--- src/rtl/program_loader_if.sv ---
// Byte-stream input and code-memory write port of the program loader.
// master is the loader side, slave is the byte source / code memory side.
interface program_loader_if #(
  parameter int DATA_W = 16,
  parameter int ADDR_W = 4
);
  logic [7:0]        in_byte;
  logic              in_valid;
  logic              in_ready;
  logic              wr_en;
  logic [ADDR_W-1:0] wr_addr;
  logic [DATA_W-1:0] wr_data;

  modport master (
    input  in_byte, in_valid,
    output in_ready, wr_en, wr_addr, wr_data
  );

  modport slave (
    output in_byte, in_valid,
    input  in_ready, wr_en, wr_addr, wr_data
  );
endinterface

--- src/rtl/program_loader.sv ---
// Assembles a header/payload/checksum byte stream into instruction words,
// writes them to code memory and releases the control unit when the checksum matches.
module program_loader #(
  parameter int Instruction_WIDTH       = 16,
  parameter int Instruction_Memory_Size = 16,
  parameter int Instruction_ADDR_WIDTH  = $clog2(Instruction_Memory_Size),
  parameter int BYTES_PER_INST          = Instruction_WIDTH / 8
) (
  input  logic                clock,
  input  logic                reset_bt,
  input  logic                load_start,
  program_loader_if.master    bus,
  output logic                cu_enable,
  output logic                load_done,
  output logic                load_err,
  output logic [7:0]          words_loaded,
  output logic [2:0]          state
);

  typedef enum logic [2:0] {
    IDLE    = 3'd0,
    HEADER  = 3'd1,
    PAYLOAD = 3'd2,
    WRITE   = 3'd3,
    CHECK   = 3'd4,
    DONE    = 3'd5,
    ERROR   = 3'd6
  } state_t;

  state_t                            state_q, state_d;
  logic [2:0]                        byte_cnt_q, byte_cnt_d;
  logic [7:0]                        n_q, n_d;
  logic [7:0]                        csum_q, csum_d;
  logic [7:0]                        words_q, words_d;
  logic [Instruction_ADDR_WIDTH-1:0] addr_q, addr_d;
  logic [Instruction_WIDTH-1:0]      shift_q, shift_d;
  logic [Instruction_WIDTH+7:0]      shift_ext;

  logic accept;
  assign accept    = bus.in_valid && bus.in_ready;
  // Widened concatenation keeps the shift legal when a word is a single byte.
  assign shift_ext = {shift_q, bus.in_byte};

  always_ff @(posedge clock or negedge reset_bt) begin
    if (!reset_bt) begin
      state_q    <= IDLE;
      byte_cnt_q <= '0;
      n_q        <= '0;
      csum_q     <= '0;
      words_q    <= '0;
      addr_q     <= '0;
      shift_q    <= '0;
    end else begin
      state_q    <= state_d;
      byte_cnt_q <= byte_cnt_d;
      n_q        <= n_d;
      csum_q     <= csum_d;
      words_q    <= words_d;
      addr_q     <= addr_d;
      shift_q    <= shift_d;
    end
  end

  always_comb begin
    state_d    = state_q;
    byte_cnt_d = byte_cnt_q;
    n_d        = n_q;
    csum_d     = csum_q;
    words_d    = words_q;
    addr_d     = addr_q;
    shift_d    = shift_q;
    case (state_q)
      IDLE, DONE, ERROR: begin
        if (load_start) begin
          state_d    = HEADER;
          csum_d     = '0;
          words_d    = '0;
          addr_d     = '0;
          byte_cnt_d = '0;
        end
      end
      HEADER: begin
        if (accept) begin
          if (bus.in_byte == 8'd0 ||
              {1'b0, bus.in_byte} > 9'(Instruction_Memory_Size)) begin
            state_d = ERROR;
          end else begin
            n_d     = bus.in_byte;
            state_d = PAYLOAD;
          end
        end
      end
      PAYLOAD: begin
        if (accept) begin
          shift_d = shift_ext[Instruction_WIDTH-1:0];
          csum_d  = csum_q ^ bus.in_byte;
          if (byte_cnt_q == 3'(BYTES_PER_INST - 1)) begin
            byte_cnt_d = '0;
            state_d    = WRITE;
          end else begin
            byte_cnt_d = byte_cnt_q + 3'd1;
          end
        end
      end
      WRITE: begin
        addr_d  = addr_q + 1'b1;
        words_d = words_q + 8'd1;
        state_d = (words_q + 8'd1 == n_q) ? CHECK : PAYLOAD;
      end
      CHECK: begin
        if (accept) begin
          state_d = (bus.in_byte == csum_q) ? DONE : ERROR;
        end
      end
      default: state_d = IDLE;
    endcase
  end

  always_comb begin
    bus.in_ready = (state_q == HEADER) || (state_q == PAYLOAD) || (state_q == CHECK);
    bus.wr_en    = (state_q == WRITE);
    bus.wr_addr  = addr_q;
    bus.wr_data  = shift_q;
    cu_enable    = (state_q == DONE);
    load_done    = (state_q == DONE);
    load_err     = (state_q == ERROR);
    words_loaded = words_q;
    state        = state_q;
  end

endmodule

--- src/flat_wrapper.sv ---
// flat-port wrapper written by rule: the top's interface ports become plain ports
module program_loader_flat 
#(
  parameter int Instruction_WIDTH       = 16,
  parameter int Instruction_Memory_Size = 16,
  parameter int Instruction_ADDR_WIDTH  = $clog2(Instruction_Memory_Size),
  parameter int BYTES_PER_INST          = Instruction_WIDTH / 8
)
  (clock, reset_bt, load_start, cu_enable, load_done, load_err, words_loaded, state, bus_in_byte, bus_in_valid, bus_in_ready, bus_wr_en, bus_wr_addr, bus_wr_data);
  program_loader_if #(.DATA_W(16), .ADDR_W(4)) bus_i ();
  input  logic clock;
  input  logic reset_bt;
  input  logic load_start;
  output logic cu_enable;
  output logic load_done;
  output logic load_err;
  output logic [7:0] words_loaded;
  output logic [2:0] state;
  input wire logic [$bits(bus_i.in_byte)-1:0] bus_in_byte;
  input wire logic [$bits(bus_i.in_valid)-1:0] bus_in_valid;
  output wire logic [$bits(bus_i.in_ready)-1:0] bus_in_ready;
  output wire logic [$bits(bus_i.wr_en)-1:0] bus_wr_en;
  output wire logic [$bits(bus_i.wr_addr)-1:0] bus_wr_addr;
  output wire logic [$bits(bus_i.wr_data)-1:0] bus_wr_data;
  assign bus_i.in_byte = bus_in_byte;
  assign bus_i.in_valid = bus_in_valid;
  assign bus_in_ready = bus_i.in_ready;
  assign bus_wr_en = bus_i.wr_en;
  assign bus_wr_addr = bus_i.wr_addr;
  assign bus_wr_data = bus_i.wr_data;
  program_loader #(.Instruction_WIDTH(Instruction_WIDTH), .Instruction_Memory_Size(Instruction_Memory_Size), .Instruction_ADDR_WIDTH(Instruction_ADDR_WIDTH), .BYTES_PER_INST(BYTES_PER_INST)) u_core (.clock(clock), .reset_bt(reset_bt), .load_start(load_start), .bus(bus_i), .cu_enable(cu_enable), .load_done(load_done), .load_err(load_err), .words_loaded(words_loaded), .state(state));
endmodule
--- config.mk ---
export PLATFORM = sky130hd
export DESIGN_NAME = program_loader_flat
export DESIGN_NICKNAME = d
export VERILOG_FILES = /design/src/rtl/program_loader_if.sv /design/src/rtl/program_loader.sv /design/src/flat_wrapper.sv
export SDC_FILE = /design/constraint.sdc
export NUM_CORES = 1
export LEC_CHECK = 0
export BUFFER_PORTS_ARGS = -buffer_cell sky130_fd_sc_hd__buf_2
export CAP_MARGIN = 20
export CELL_PAD_IN_SITES_DETAIL_PLACEMENT = 0
export CELL_PAD_IN_SITES_GLOBAL_PLACEMENT = 1
export CORE_MARGIN = 1.5
export CORE_UTILIZATION = 30
export DETAILED_ROUTE_END_ITERATION = 16
export PLACE_DENSITY = 0.57
export SLEW_MARGIN = 20
export SYNTH_ARGS = -nofsm -noshare
export SYNTH_HDL_FRONTEND = slang
export SYNTH_SLANG_ARGS = --single-unit
--- constraint.sdc ---
create_clock -name clock -period 2.4 [get_ports clock]
set_input_delay 0.48 -clock clock [delete_from_list [all_inputs] [get_ports clock]]
set_output_delay 0.48 -clock clock [all_outputs]
set_load 0.02 [all_outputs]
==> impl_metrics.ini <==
[timing]
finalCritPeriodShare_pct = 90.2
rsz0062_at_grt = false
relSlewSlack_pct = 56.9
setup_slack_ns = 0.235
timing.fmax_mhz = 462
finClkSkew_ns = 0.00491
hold_viol = 0
tightest_slew_ns = 0.647
finalCriticalPeriod_ns = 2.17
drv_slew = 0
fin_tns_setup_ns = 0
setup_violations = 0

[synthesis]
synthDistinctLibCells = 48
yosys-top-cells-area = dfrtp_1 48%, nand2_1 10%, o21ai_0 6.8%
ys.flop_type = dfrtp_1
synthesis.nets = 296
synth-simple-area-share_pct = 22.1
synth_most_common_cell = nand2_1
synth_edf_count = 0
synth_top_family_by_area = simple AND/OR/NAND/NOR gates
yosysTopAreaCell = dfrtp_1
syn_area_sq_mm = 0.00259
syn-instance-count = 282
synthTopCellsByCount = 69 x nand2_1, 50 x dfrtp_1, 35 x o21ai_0
synth-xor-area-share_pct = 7.45
synth.ff_latch_count = 50
async_flop_share_pct = 100
synth-compound-area-share_pct = 14.0
syn_area_per_cell_sq_um = 9.18
yosysSeqAreaShare_pct = 48.4
yosys.area_share.adder_pct = 0.967
synthMuxAreaShare_pct = 3.77
synth.top_cell.area_share_pct = 48.4
ys_warn_count = 0

[setup_path]
critPathRequiredTime_ns = 1.92
path_class = register to output pin
r2r_setup_slack_ns = 0.54
crit_path_end_kind = output pin
worstPathArrival_ns = 1.69
startpoint_type = register
worst-path-max-fanout = 16

[power]
p_leak_uw = 0.00146
p_int_uw = 1960
power_switching_uw = 1560
switching_share_pct = 44.4
ir_worst_vdd_v = 0.000391
seq_power_share_pct = 40.5
power_frac_comb_pct = 44.4
power_density_mw_per_mm2 = 1170
clockPowerShare_pct = 15.0

[global_routing]
grt_busiest_layer = met2
gr-usage-met1_pct = 20.5
antenna_found_initial = 0
met2_usage_pct = 22.1
grt_max_degree = 51
use_met3_pct = 4.03
track_usage_pct = 14.6
grt_pass1_vias = 2028
grt.overflow.total = 0
grt_pass1_wl_microns = 10300

[flow_run]
maxCapViolCount = 0

[route]
vias_per_cell = 4.91
drtIter0Drc = 91
drc_errors = 0
wl_microns = 6000
wl_per_cell_microns = 13.8
drtAntennaViolNets = 0
vias = 2129
first_pass_iters = 5

[placement]
place_hpwl_microns = 4160
finalWeightedCongestion = 0.756
post-place-ws_ns = 0.486
io_buffer_count = 47

[clocking]
cts_root_buffer = clkbuf_8
cts_resized = 0
cts.sinks = 50
clk_pin_slew_ns = 0.09
h-tree-depth = 2
cts_setup_buffers = 0
cts_tree = built
holdBufCountCts = 0
insertion_delay_ns = 0.30
cts_made_buffers = 5
cts.path.max_buffers = 2

[final_layout]
drive_above_1_share_pct = 22.5
antennaDiodeCount = 0
fill_cells = 874
seq_area_sq_mm = 0.00125
multi_input_area_sq_mm = 0.00125
area_growth_pct = 16.6
final_nets = 342

[floorplan]
die_y_microns = 95.9
die_w_microns = 95.9
io_pins = 48
rows = 33
die_area_sq_mm = 0.00919
start_util_pct = 31.2
core_area_sq_mm = 0.00830

[worst_hold_path]
hp-class = input pin to asynchronous set/reset pin

[outcome]
outcome = finished, final reports clean
logic make-up after synthesis:
group,Yosys count
simple gates,123
xor+xnor,22
compound gates,59
fa+ha+maj,2
buf+inv,17
flops,50
mux,9
layer usage:
layer  vias to the layer above  wire length [microns]
li1                       1061                      -
met1                      1020                   2970
met2                        46                   2720
met3                         2                    267
met4                         0                     34
met5                         -                      0
power groups by stage:
stage	clock network [uW]	logic [uW]	registers (uW)
6_report	529	1560	1430
3_5_place_dp	0	1600	1440
5_1_grt	586	1790	1490
4_1_cts	554	1600	1430
3_3_place_gp	0	1580	1440
2_1_floorplan	0	932	1590
per-stage QoR:
| stage | instance area (sq um) | hold slack, ns | power, uW | std cells | utilization [%] |
|---|---|---|---|---|---|
| after floorplan | 2590 | 0.184 | 2530 | 282 | - |
| after global placement | 2920 | 0.457 | 3030 | 426 | 35.2 |
| after detailed placement | 2920 | 0.456 | 3040 | 426 | 35.2 |
| after CTS | 3020 | 0.312 | 3580 | 434 | 36.3 |
| after global routing | 3020 | 0.336 | 3860 | 434 | 36.3 |
| final | 3020 | 0.280 | 3520 | 434 | 36.3 |
worst paths after layout:
kind | start | end | cells past startpoint
setup / recovery | u_core.state[2] | bus_wr_en | 3
hold / removal | reset_bt | u_core.words_loaded[1] | 2
setup reg to reg | u_core.state[1] | u_core.csum_q[5] | 5
hold reg to reg | u_core.bus.wr_data[11] | u_core.bus.wr_data[11] | 2
max in group asynchronous | reset_bt | u_core.n_q[7] | 2
min in group clock | bus_in_byte[7] | u_core.bus.wr_data[7] | 3
flip-flops by register name (all words and copies together), names as in the netlist:
register             cells
u_core.n_q               8
u_core.bus.wr_data      16
u_core.csum_q            8
u_core.bus.wr_addr       4
u_core.words_loaded      8
u_core.byte_cnt_q        3
u_core.state             3
area by class of cell:
class                   count  area share, %
flip-flops and latches     50           41.5
multi-input cells         215           41.5
repair buffers             52           9.04
well taps                 105           4.36
clock buffers               6           2.74
inverters                   4          0.498
clock inverters             2          0.415
critical path, stage by stage (launching register included):
cell and delay (ns):
dfrtp_1 0.57, nand3b_1 0.27, inv_1 0.31, buf_2 0.24
cell usage in the layout (no fill, tap or decap), drive strengths merged, types with 6 or more instances in the layout:
master	netlist	final
a21oi	6	6
clkbuf	4	6
and2	7	7
nand2	69	69
buf	9	52
xor2	13	13
o21ai	35	35
nor2	18	18
dfrtp	50	50
mux2	6	6
xnor2	9	9
nand3	6	6
No activity file was read; power rests on OpenSTA's default activity.
